--- config.mk ---
export PLATFORM = sky130hd
export DESIGN_NAME = led_fade_driver
export DESIGN_NICKNAME = d
export VERILOG_FILES = /design/src/rtl/led_fade_driver.sv
export SDC_FILE = /design/constraint.sdc
export NUM_CORES = 1
export LEC_CHECK = 0
export CORE_ASPECT_RATIO = 1.75
export CORE_MARGIN = 2
export CORE_UTILIZATION = 37
export DETAILED_ROUTE_END_ITERATION = 8
export PLACE_DENSITY = 0.64
export SYNTH_ARGS = -nofsm -noshare
export SYNTH_HDL_FRONTEND = slang
export SYNTH_SLANG_ARGS = --single-unit
--- constraint.sdc ---
create_clock -name clk -period 6.15 [get_ports clk]
set_input_delay 0.9225 -clock clk [delete_from_list [all_inputs] [get_ports clk]]
set_output_delay 0.9225 -clock clk [all_outputs]
set_load 0.02 [all_outputs]
--- src/rtl/led_fade_driver.sv ---
// Two-channel LED fade driver: synchronises an active-low blink request and
// ramps each pin through PWM brightness levels instead of hard on/off steps.
module led_fade_driver #(
    parameter int unsigned PRESCALE = 4,
    parameter int unsigned PWM_BITS = 6,
    parameter int unsigned FADE_DIV = 8
) (
    input  logic       clk,
    input  logic       reset,
    input  logic [1:0] i_led_n,
    input  logic       i_bypass,
    output logic [1:0] o_led_n,
    output logic       o_busy
);

    localparam int unsigned PRE_W  = (PRESCALE > 1) ? $clog2(PRESCALE) : 1;
    localparam int unsigned FADE_W = (FADE_DIV > 1) ? $clog2(FADE_DIV) : 1;

    localparam logic [PWM_BITS-1:0] MAX       = '1;
    localparam logic [PWM_BITS-1:0] MAX_M1    = MAX - PWM_BITS'(1);
    localparam logic [PWM_BITS-1:0] ONE       = PWM_BITS'(1);
    localparam logic [PRE_W-1:0]    PRE_LAST  = PRE_W'(PRESCALE - 1);
    localparam logic [FADE_W-1:0]   FADE_LAST = FADE_W'(FADE_DIV - 1);

    typedef enum logic [1:0] {
        ST_OFF  = 2'd0,
        ST_RISE = 2'd1,
        ST_ON   = 2'd2,
        ST_FALL = 2'd3
    } state_e;

    logic [1:0]          sync1_q, sync1_d;
    logic [1:0]          sync2_q, sync2_d;
    logic [PRE_W-1:0]    pre_cnt_q, pre_cnt_d;
    logic [PWM_BITS-1:0] pwm_cnt_q, pwm_cnt_d;
    logic [FADE_W-1:0]   fade_cnt_q, fade_cnt_d;
    state_e              state_q [2];
    state_e              state_d [2];
    logic [PWM_BITS-1:0] level_q [2];
    logic [PWM_BITS-1:0] level_d [2];
    logic [1:0]          led_n_q, led_n_d;
    logic                busy_q, busy_d;

    logic [1:0] req_c;
    logic       pwm_tick_c;
    logic       period_end_c;
    logic       step_c;
    logic [1:0] dir_flip_c;
    logic [1:0] on_c;
    logic [1:0] moving_c;

    // Synchroniser and timebase: prescaler -> PWM counter -> fade divider
    always_comb begin
        sync1_d      = i_led_n;
        sync2_d      = sync1_q;
        req_c        = ~sync2_q;

        pwm_tick_c   = (pre_cnt_q == PRE_LAST);
        period_end_c = pwm_tick_c && (pwm_cnt_q == MAX);
        step_c       = period_end_c && (fade_cnt_q == FADE_LAST);

        pre_cnt_d    = pwm_tick_c ? '0 : pre_cnt_q + PRE_W'(1);
        pwm_cnt_d    = pwm_tick_c ? pwm_cnt_q + ONE : pwm_cnt_q;
        fade_cnt_d   = fade_cnt_q;
        if (period_end_c) begin
            fade_cnt_d = (fade_cnt_q == FADE_LAST) ? '0 : fade_cnt_q + FADE_W'(1);
        end
    end

    // Per-channel fade FSM; a direction change suppresses the level step that cycle
    always_comb begin
        dir_flip_c = '0;
        for (int i = 0; i < 2; i++) begin
            state_d[i] = state_q[i];
            level_d[i] = level_q[i];
            unique case (state_q[i])
                ST_OFF: begin
                    if (req_c[i]) state_d[i] = ST_RISE;
                end
                ST_RISE: begin
                    if (!req_c[i]) begin
                        dir_flip_c[i] = 1'b1;
                        state_d[i]    = ST_FALL;
                    end else if (step_c) begin
                        if (level_q[i] >= MAX_M1) begin
                            level_d[i] = MAX;
                            state_d[i] = ST_ON;
                        end else begin
                            level_d[i] = level_q[i] + ONE;
                        end
                    end
                end
                ST_ON: begin
                    if (!req_c[i]) state_d[i] = ST_FALL;
                end
                ST_FALL: begin
                    if (req_c[i]) begin
                        dir_flip_c[i] = 1'b1;
                        state_d[i]    = ST_RISE;
                    end else if (step_c) begin
                        if (level_q[i] <= ONE) begin
                            level_d[i] = '0;
                            state_d[i] = ST_OFF;
                        end else begin
                            level_d[i] = level_q[i] - ONE;
                        end
                    end
                end
                default: begin
                    state_d[i] = ST_OFF;
                    level_d[i] = '0;
                end
            endcase
        end
    end

    // Pin drive: PWM compare, or the raw synchronised request when bypassed
    always_comb begin
        for (int i = 0; i < 2; i++) begin
            on_c[i]     = (level_q[i] == MAX) || (pwm_cnt_q < level_q[i]);
            moving_c[i] = (state_q[i] == ST_RISE) || (state_q[i] == ST_FALL);
        end
        led_n_d = i_bypass ? ~req_c : ~on_c;
        busy_d  = |moving_c;
    end

    always_ff @(posedge clk) begin
        if (reset) begin
            sync1_q    <= 2'b11;
            sync2_q    <= 2'b11;
            pre_cnt_q  <= '0;
            pwm_cnt_q  <= '0;
            fade_cnt_q <= '0;
            for (int i = 0; i < 2; i++) begin
                state_q[i] <= ST_OFF;
                level_q[i] <= '0;
            end
            led_n_q    <= 2'b11;
            busy_q     <= 1'b0;
        end else begin
            sync1_q    <= sync1_d;
            sync2_q    <= sync2_d;
            pre_cnt_q  <= pre_cnt_d;
            pwm_cnt_q  <= pwm_cnt_d;
            fade_cnt_q <= fade_cnt_d;
            for (int i = 0; i < 2; i++) begin
                state_q[i] <= state_d[i];
                level_q[i] <= level_d[i];
            end
            led_n_q    <= led_n_d;
            busy_q     <= busy_d;
        end
    end

    assign o_led_n = led_n_q;
    assign o_busy  = busy_q;

endmodule

# Word level (Yosys, flattened, before mapping)
# Memory sizes are Yosys's and may differ from the RTL's.
# Cells that the tools add are included.
dict set report op_classes {
  add_sub_neg 7
  eq_ne 11
  mux 41
  reduce_logical 10
  n_lt_le_gt_ge 6
  n_bitwise 7
}
# op n
set op_table {}
lappend op_table {{$mux 6} 14}
lappend op_table {{$mux 2} 19}
lappend op_table {{$pmux 6 s2} 2}
lappend op_table {{$add 6x1->6 const B} 3}
lappend op_table {{$eq 6x6->1 const B} 3}
lappend op_table {{$pmux 2 s4} 2}
lappend op_table {{$ge 6x6->1 const B} 2}
lappend op_table {{$le 6x1->1 const B} 2}
lappend op_table {{$lt 6x6->1} 2}
lappend op_table {{$sub 6x1->6 const B} 2}
lappend op_table {{$eq 2x2->1 const B} 5}
lappend op_table {{$not 2->2} 3}
lappend op_table {{$eq 2x1->1 const B} 2}
lappend op_table {{$logic_not 2->1} 2}
lappend op_table {{$logic_or 1x1->1} 4}
lappend op_table {{$or 1x1->1} 4}
lappend op_table {{$reduce_or 2->1} 2}
lappend op_table {{$add 3x1->3 const B} 1}
lappend op_table {{$eq 3x3->1 const B} 1}
lappend op_table {{$mux 1} 3}
lappend op_table {{$mux 3} 1}
lappend op_table {{$add 2x1->2 const B} 1}
lappend op_table {{$logic_and 1x1->1} 2}
dict set report word_totals {
  ramBits 16
  output_inout_bits 3
  wordCells 91
  in_bits 5
  reg_bits 18
  mem_count 2
}
# name depth word_bits read_ports rd_clocked_by_memory_dff write_ports line
set memory_table {}
lappend memory_table {level_q 2 6 2 0 2 39} ;# logic [PWM_BITS-1:0] level_q [2];
lappend memory_table {state_q 2 2 2 0 2 37} ;# state_e state_q [2];

# Depth between registers and ports, before layout
# Gate-level depths: netlist (run 1).
dict set report logic_depth {
  depth_word 7
  depth_mapped 8
  depth_no_buf 7
}

# Worst setup path before layout (run 1)
# Ideal clock, no wire load.
dict set report synth_timing {
  path_type {register to register}
  start {memory state_q[0][1] (netlist bit)}
  end {memory level_q[0][5]}
  stages_incl_launch_ff 8
  n_path_buf 0
  required_ps 6018
  setup_slack_ps 4213
  arrival_ps 1805
  cell_sequence {dfxtp_1 > inv_1 > ha_1 > or3b_1 > a211oi_4 > o21ai_2 > a311oi_1 > nor3_1}
}
# element line
set synth_lines {}
lappend synth_lines {{from (decl)} 37}
lappend synth_lines {{to (decl)} 39}

==> flow_metrics.tcl, run 1 <==
set metrics [dict create \
    outcome "completed" \
    pwr-share-clk_pct 30.9 \
    synthFlopType "dfxtp_1" \
    clkLatencyLatePin_ns 0.30 \
    vias 2089 \
    drive_above_1_share_pct 5.59 \
    path_clk_slew_ns 0.07 \
    swShare_pct 29.8 \
    portBuffers 7 \
    critPathCapture "level_q[0][5]" \
    rrSetupSlack_ns 3.72 \
    ctsHoldBuffers 0 \
    final_common_cell "nor2_1" \
    p_leak_uw 0.00101 \
    finalPower_uw 545 \
    die_x_um 64.4 \
    crit_required_ns 6.33 \
    slew_headroom_pct 50.6 \
    muxShareOfSynthArea_pct 2.60 \
    p_int_uw 383 \
    io_pins 8 \
    wl_um 5420 \
    setup_viol 0 \
    layout_common_cells "nor2_1 (37), dfxtp_1 (34), ha_1 (30), a21oi_1 (23), inv_1 (16)" \
    vias_per_cell 5.71 \
    nFillCells 655 \
    first_iter_violations 84 \
    synth.distinct_cells 54 \
    reg2reg_from "state_q[0][1]" \
    yosys_warnings 0 \
    synthSimpleGateAreaFrac_pct 22.5 \
    gp_congestion 0.908 \
    r2r_end "level_q[0][5]" \
    place_hpwl_um 4000 \
    syn_to_final_growth_pct 8.43 \
    max_cap_viol_count 0 \
    synth_compound_area_share_pct 21.9 \
    design.core.area_sq_mm 0.00618 \
    ctsResizeCount 0 \
    worstPathMaxFanout 22 \
    synth_top_area_share_pct 28.9 \
    synth_top_family_by_area "simple AND/OR/NAND/NOR gates" \
    antenna_found_initial 0 \
    gr-total-overflow 0 \
    cp-end-kind "register" \
    nNetsFinal 322 \
    crit_start "state_q[0][1]" \
    synthCells 287 \
    drcViolationCount 0 \
    combPwrFrac_pct 23.2 \
    worst_slew_pin_slew_ns 0.739 \
    fin_crit_sh_pct 39.5 \
    syn-num-nets 322 \
    first_pass_iters 4 \
    powerDensity_mw_per_mm2 213 \
    cp.arrival_ns 2.60 \
    timing.fmax_ghz 0.412 \
    yosysSeqAreaShare_pct 28.9 \
    rr_worst_depth 6 \
    grt_util_all_layers_pct 17.3 \
    synth_area_sq_mm 0.00236 \
    num_antenna_cells 0 \
    fin_worst_skew_ns 0.00683 \
    rsz0062_at_grt "no" \
    grt_max_degree 37 \
    syn_area_per_cell_sq_um 8.22 \
    synth_xor_area_share_pct 2.60 \
    crit_type "register to register" \
    hp-class "register to register" \
    start_util_pct 38.2 \
    grt_first_pass_wirelength_um 9470 \
    cp-start-kind "register" \
    cts_max_level 2 \
    netlist_top_cells_area "dfxtp_1 (29%), ha_1 (16%), nor2_1 (5.9%), a21oi_1 (4.9%), o21ai_0 (2.5%)" \
    cts_max_path_buffers 2 \
    period_minus_slack_ns 2.43 \
    root_buffer "clkbuf_8" \
    grt_pass1_vias 2140 \
    maxSlewViolCount 0 \
    numCtsBuffers 5 \
    final_antenna_net_count 0 \
    async_reset_ff_share_pct 0 \
    cts_setup_buffers 0 \
    dieArea_sq_mm 0.00705 \
    rows 38 \
    power.share.sequential_pct 45.9 \
    setup_tns_ns 0 \
    vdd_ir_drop_max_mv 0.185 \
    avgRoutedWirePerCell_um 14.8 \
    clock_sinks 34 \
    synth-edff-count 0 \
    die_y_um 110 \
    synth_area_leader_cell "dfxtp_1" \
    p_sw_uw 162 \
    synth_seq_cells 34 \
    synthAdderAreaFrac_pct 15.9 \
    cts_tree "built" \
    hold_viol_final 0 \
]
-- worst max-delay path, stage by stage (launching register included) --
cell	delay (ns)
dfxtp_1	0.38
ha_1	0.66
nand3b_1	0.28
a211oi_4	0.47
o21ai_2	0.16
a311oi_1	0.28
nor3_1	0.08
-- stage by stage --
step                      worst slack, ns  area, sq um  std cells  utilization, %  hold slack [ns]
after floorplan                      4.21         2360        287               -            0.383
after global placement               3.83         2470        360            40.0            0.385
after detailed placement             3.77         2470        360            40.0            0.393
after CTS                            3.76         2560        366            41.4            0.411
after global routing                 3.48         2560        366            41.4            0.417
final                                3.72         2560        366            41.4            0.404
-- registers in the layout (all words and copies together) (netlist names) --
signal	cells
level_q	12
o_led_n	2
state_q	4
sync1_q	2
sync2_q	2
fade_cnt_q	3
pre_cnt_q	2
pwm_cnt_q	6
o_busy	1
-- synth_stat cells (6+ instances only) --
library cell	number
inv_1	16
a21oi_1	23
o21ai_0	12
ha_1	30
clkbuf_1	11
dfxtp_1	34
nor2_1	37
nand2_1	14
nor3_1	7
nand4_1	6
-- how the worst min path moves through the flow --
stage | start | end | cells after the start
after floorplan | sync1_q[0] | sync2_q[0] | 1
after global placement | sync1_q[1] | sync2_q[1] | 1
after detailed placement | sync1_q[0] | sync2_q[0] | 1
after CTS | sync1_q[0] | sync2_q[0] | 1
after global routing | sync1_q[1] | sync2_q[1] | 1
final | sync1_q[1] | sync2_q[1] | 1
-- power groups by stage --
stage	Combinational, uW	Clock (uW)	Sequential (uW)
after floorplan	94.3	0	256
after global placement	124	0	254
after detailed placement	127	0	255
after CTS	128	173	250
after global routing	148	180	252
final	127	168	250
-- final cells by class --
cell class | count | area [sq um] | share of cell area, %
Inverter | 19 | 71.3 | 2.79
Timing Repair Buffer | 8 | 77.6 | 3.03
Tap cell | 80 | 100 | 3.91
Sequential cell | 34 | 681 | 26.6
Clock buffer | 6 | 82.6 | 3.23
Multi-Input combinational cell | 219 | 1550 | 60.4
-- layer usage --
layer	vias up	track usage (%)	part of all wire [%]
met1	989	16.6	38
met5	-	0	0
met4	0	9.57	3.7
met2	48	33.9	55
met3	20	2.87	3.6
li1	1032	-	-
-- kinds of logic (layout without fill, tap and decap cells) --
| group | Yosys count | in the layout |
|---|---|---|
| AO/OA/AOI/OAI | 74 | 74 |
| XOR/XNOR | 7 | 7 |
| adder cells (fa/ha/maj) | 30 | 30 |
| buffers and inverters | 34 | 33 |
| flip-flops | 34 | 34 |
| multiplexers | 6 | 6 |
| AND/OR/NAND/NOR | 102 | 102 |
No activity file was read; power rests on OpenSTA's default activity.
==> inputs of run 2 (changes only) <==
- PLACE_DENSITY: 0.64 -> 0.66
- clock period: 6.15 -> 2 ns (I/O delays scaled with it)
==> flow_metrics.tcl, run 2 (synthesis gave the netlist of run 1 again) <==
set metrics [dict create \
    layout_common_cells "nor2_1 (35), dfxtp_1 (31), buf_4 (29), ha_1 (27), a21oi_1 (23)" \
    first_pass_iters 4 \
    worst_slew_pin_slew_ns 0.477 \
    combPwrFrac_pct 27.6 \
    rows 38 \
    cp-end-kind "register" \
    powerDensity_mw_per_mm2 643 \
    vdd_ir_drop_max_mv 0.410 \
    numCtsBuffers 5 \
    start_util_pct 38.2 \
    nNetsFinal 354 \
    design.core.area_sq_mm 0.00618 \
    slew_headroom_pct 68.1 \
    portBuffers 7 \
    wl_um 5970 \
    drive_above_1_share_pct 21.6 \
    p_int_uw 1340 \
    fin_crit_sh_pct 98.3 \
    final_antenna_net_count 0 \
    crit_required_ns 2.18 \
    rsz0062_at_grt "yes" \
    crit_type "register to register" \
    clock_sinks 34 \
    grt_pass1_vias 2073 \
    maxSlewViolCount 0 \
    place_ws_ns -0.0687 \
    clkLatencyLatePin_ns 0.29 \
    setup_viol 0 \
    grt_util_all_layers_pct 16.8 \
    cts_max_level 2 \
    fin_worst_skew_ns 0.00708 \
    first_iter_violations 133 \
    p_leak_uw 0.00120 \
    vias 2219 \
    pwr-share-clk_pct 32.0 \
    gr-total-overflow 0 \
    largest_reg_flops 12 \
    dieArea_sq_mm 0.00705 \
    outcome "completed" \
    cp.arrival_ns 2.15 \
    grt_max_degree 18 \
    worstPathMaxFanout 7 \
    cp-start-kind "register" \
    antenna_found_initial 0 \
    grt_first_pass_wirelength_um 9310 \
    num_antenna_cells 0 \
    power.share.sequential_pct 40.4 \
    gp_congestion 0.937 \
    nFillCells 594 \
    cts_max_path_buffers 2 \
    die_y_um 110 \
    max_cap_viol_count 0 \
    p_sw_uw 570 \
    place_hpwl_um 4310 \
    hold_viol_final 0 \
    cts_tree "built" \
    avgRoutedWirePerCell_um 14.9 \
    syn_to_final_growth_pct 26.0 \
    whs_ns 0.411 \
    vias_per_cell 5.55 \
    final_common_cell "nor2_1" \
    fin_ws_ns 0.0332 \
    reg.largest.list "level_q x12, pwm_cnt_q x6, state_q x4" \
    path_clk_slew_ns 0.07 \
    root_buffer "clkbuf_8" \
    period_minus_slack_ns 1.97 \
    io_pins 8 \
    top_register "level_q" \
    die_x_um 64.4 \
    timing.fmax_ghz 0.508 \
    drcViolationCount 0 \
    swShare_pct 29.8 \
    hp-class "register to register" \
]
## run 2: layer usage
metal	up-vias	share of wire, %	global-route usage [%]
met5	-	0	0
met4	0	3.4	8.51
met3	18	2.2	2.25
met2	42	54	32.8
met1	1054	40	17.0
li1	1105	-	-
## run 2: cell type report
class / count / area (sq um) / area share [%]
multi-input cells: 219 / 1660 / 55.9
repair buffers: 40 / 342 / 11.5
flip-flops and latches: 34 / 687 / 23.1
inverters: 19 / 71.3 / 2.40
well taps: 80 / 100 / 3.37
clock buffers: 8 / 110 / 3.71
## run 2: path summary, 6_finish.rpt
check,startpoint,endpoint,slack (ns),cells past startpoint
min,sync1_q[0],sync2_q[0],0.41,1
max reg2reg,level_q[0][4],state_q[0][1],0.03,6
max,level_q[0][4],state_q[0][1],0.03,6
min reg2reg,sync1_q[0],sync2_q[0],0.41,1
## run 2: worst max-delay path, cell delays in order, from the launching register on
cell	delay (ns)
dfxtp_1	0.37
or4_4	0.55
o41ai_4	0.38
a32oi_2	0.17
buf_4	0.18
mux2i_1	0.15
nor2_1	0.06
## run 2: repair_timing
| action | in CTS | in global routing |
|---|---|---|
| endpoints found under the setup margin | 4 | 14 |
| hold buffers | 0 | 0 |
| resized for setup | 0 | 27 |
| buffers inserted | 1 | 3 |
| pin swaps | 1 | 9 |
## run 2: power by group through the flow
stage	combinational (uW)	sequential, uW	clock (uW)
2_1_floorplan	290	789	0
3_3_place_gp	452	781	0
3_5_place_dp	463	783	0
4_1_cts	465	768	627
5_1_grt	587	777	649
6_report	528	771	612
## run 2: stage by stage
step	TNS (ns)	cell area, sq um	util [%]	cells	total power, uW
2_1_floorplan	0	2360	-	287	1080
3_3_place_gp	0	2690	43.4	388	1230
3_5_place_dp	-0.160	2690	43.4	388	1250
4_1_cts	0	2800	45.3	397	1860
5_1_grt	-0.314	2970	48.1	400	2010
6_report	0	2970	48.1	400	1910
==> inputs of run 3 (changes only) <==
- SKIP_CTS_REPAIR_TIMING: default -> 1
==> flow_metrics.tcl, run 3 (synthesis gave the netlist of run 1 again) <==
set metrics [dict create \
    outcome "completed" \
    place_hpwl_um 4310 \
    antenna_found_initial 0 \
    final_area_sq_mm 0.00288 \
    die_y_um 110 \
    p_leak_uw 0.00119 \
    fin_crit_sh_pct 96.9 \
    dieArea_sq_mm 0.00705 \
    num_antenna_cells 0 \
    setup_tns_ns 0 \
    clkLatencyLatePin_ns 0.29 \
    design.core.area_sq_mm 0.00618 \
    crit_required_ns 2.17 \
    powerDensity_mw_per_mm2 654 \
    avgRoutedWirePerCell_um 14.4 \
    drcViolationCount 0 \
    syn_to_final_growth_pct 22.1 \
    cts_max_level 2 \
    path_clk_slew_ns 0.07 \
    largest_reg_flops 12 \
    fin_ws_ns 0.0614 \
    slew_headroom_pct 68.3 \
    maxSlewViolCount 0 \
    nFillCells 614 \
    hold_viol_final 0 \
    cp.arrival_ns 2.11 \
    reg.largest.list "level_q x12, pwm_cnt_q x6, state_q x4" \
    hp-class "register to register" \
    fin_worst_skew_ns 0.00613 \
    vias_per_cell 5.51 \
    top_register "level_q" \
    gp_congestion 0.937 \
    portBuffers 7 \
    setup_viol 0 \
    final_antenna_net_count 0 \
    cp-end-kind "register" \
    die_x_um 64.4 \
    timing.fmax_ghz 0.516 \
    vias 2194 \
    crit_type "register to register" \
    vdd_ir_drop_max_mv 0.410 \
    cts_max_path_buffers 2 \
    grt_pass1_vias 2074 \
    root_buffer "clkbuf_8" \
    numCtsBuffers 5 \
    worst_slew_pin_slew_ns 0.474 \
    rsz0062_at_grt "yes" \
    first_iter_violations 127 \
    clock_sinks 34 \
    io_pins 8 \
    start_util_pct 38.2 \
    grt_first_pass_wirelength_um 9290 \
    place_ws_ns -0.0687 \
    period_minus_slack_ns 1.94 \
    worstPathMaxFanout 4 \
    whs_ns 0.411 \
    layout_common_cells "nor2_1 (36), dfxtp_1 (31), buf_4 (29), ha_1 (28), a21oi_1 (23)" \
    finalPower_uw 1880 \
    first_pass_iters 5 \
    wl_um 5730 \
    final_common_cell "nor2_1" \
    cts_tree "built" \
    drive_above_1_share_pct 18.9 \
    gr-total-overflow 0 \
    cp-start-kind "register" \
    max_cap_viol_count 0 \
    placed_area_sq_mm 0.00269 \
    grt_util_all_layers_pct 16.8 \
    grt_max_degree 18 \
    nNetsFinal 352 \
    rows 38 \
]
run 3: through the flow:
| stage | utilization, % | instances |
|---|---|---|
| 2_1_floorplan | - | 287 |
| 6_report | 46.6 | 398 |
| 3_3_place_gp | 43.4 | 388 |
| 5_1_grt | 46.6 | 398 |
| 3_5_place_dp | 43.4 | 388 |
| 4_1_cts | 45.2 | 396 |
run 3: path summary, 6_finish.rpt:
| check | start | end | slack, ns | cells past startpoint |
|---|---|---|---|---|
| min reg2reg | sync1_q[0] | sync2_q[0] | 0.41 | 1 |
| min | sync1_q[0] | sync2_q[0] | 0.41 | 1 |
| max reg2reg | state_q[0][1] | level_q[0][5] | 0.06 | 8 |
| max | state_q[0][1] | level_q[0][5] | 0.06 | 8 |
run 3: worst max-delay path, cell delays in order (launching register included):
cell and delay (ns):
dfxtp_2 0.37, inv_2 0.05, ha_2 0.18, buf_4 0.14, nand3b_1 0.23, a211oi_4 0.37
o21ai_4 0.13, a311oi_2 0.28, nor3_1 0.09
run 3: final cells by class:
class                           instances  area [sq um]  share of cell area (%)
Timing Repair Buffer                   38           310                    10.8
Multi-Input combinational cell        219          1600                    55.7
Inverter                               19          71.3                    2.48
Tap cell                               80           100                    3.48
Clock buffer                            8           110                    3.82
Sequential cell                        34           684                    23.8
run 3: layer usage:
metal | track usage (%) | wire length, um
met1 | 16.9 | 2290
met2 | 32.8 | 3110
met3 | 2.25 | 151
met4 | 8.51 | 187
met5 | 0 | 0
run 3: power by group:
group / internal [uW] / total [uW] / switching, uW
Sequential: 731 / 773 / 42.6
Combinational: 253 / 501 / 248
Clock: 348 / 609 / 261
Total: 1330 / 1880 / 552
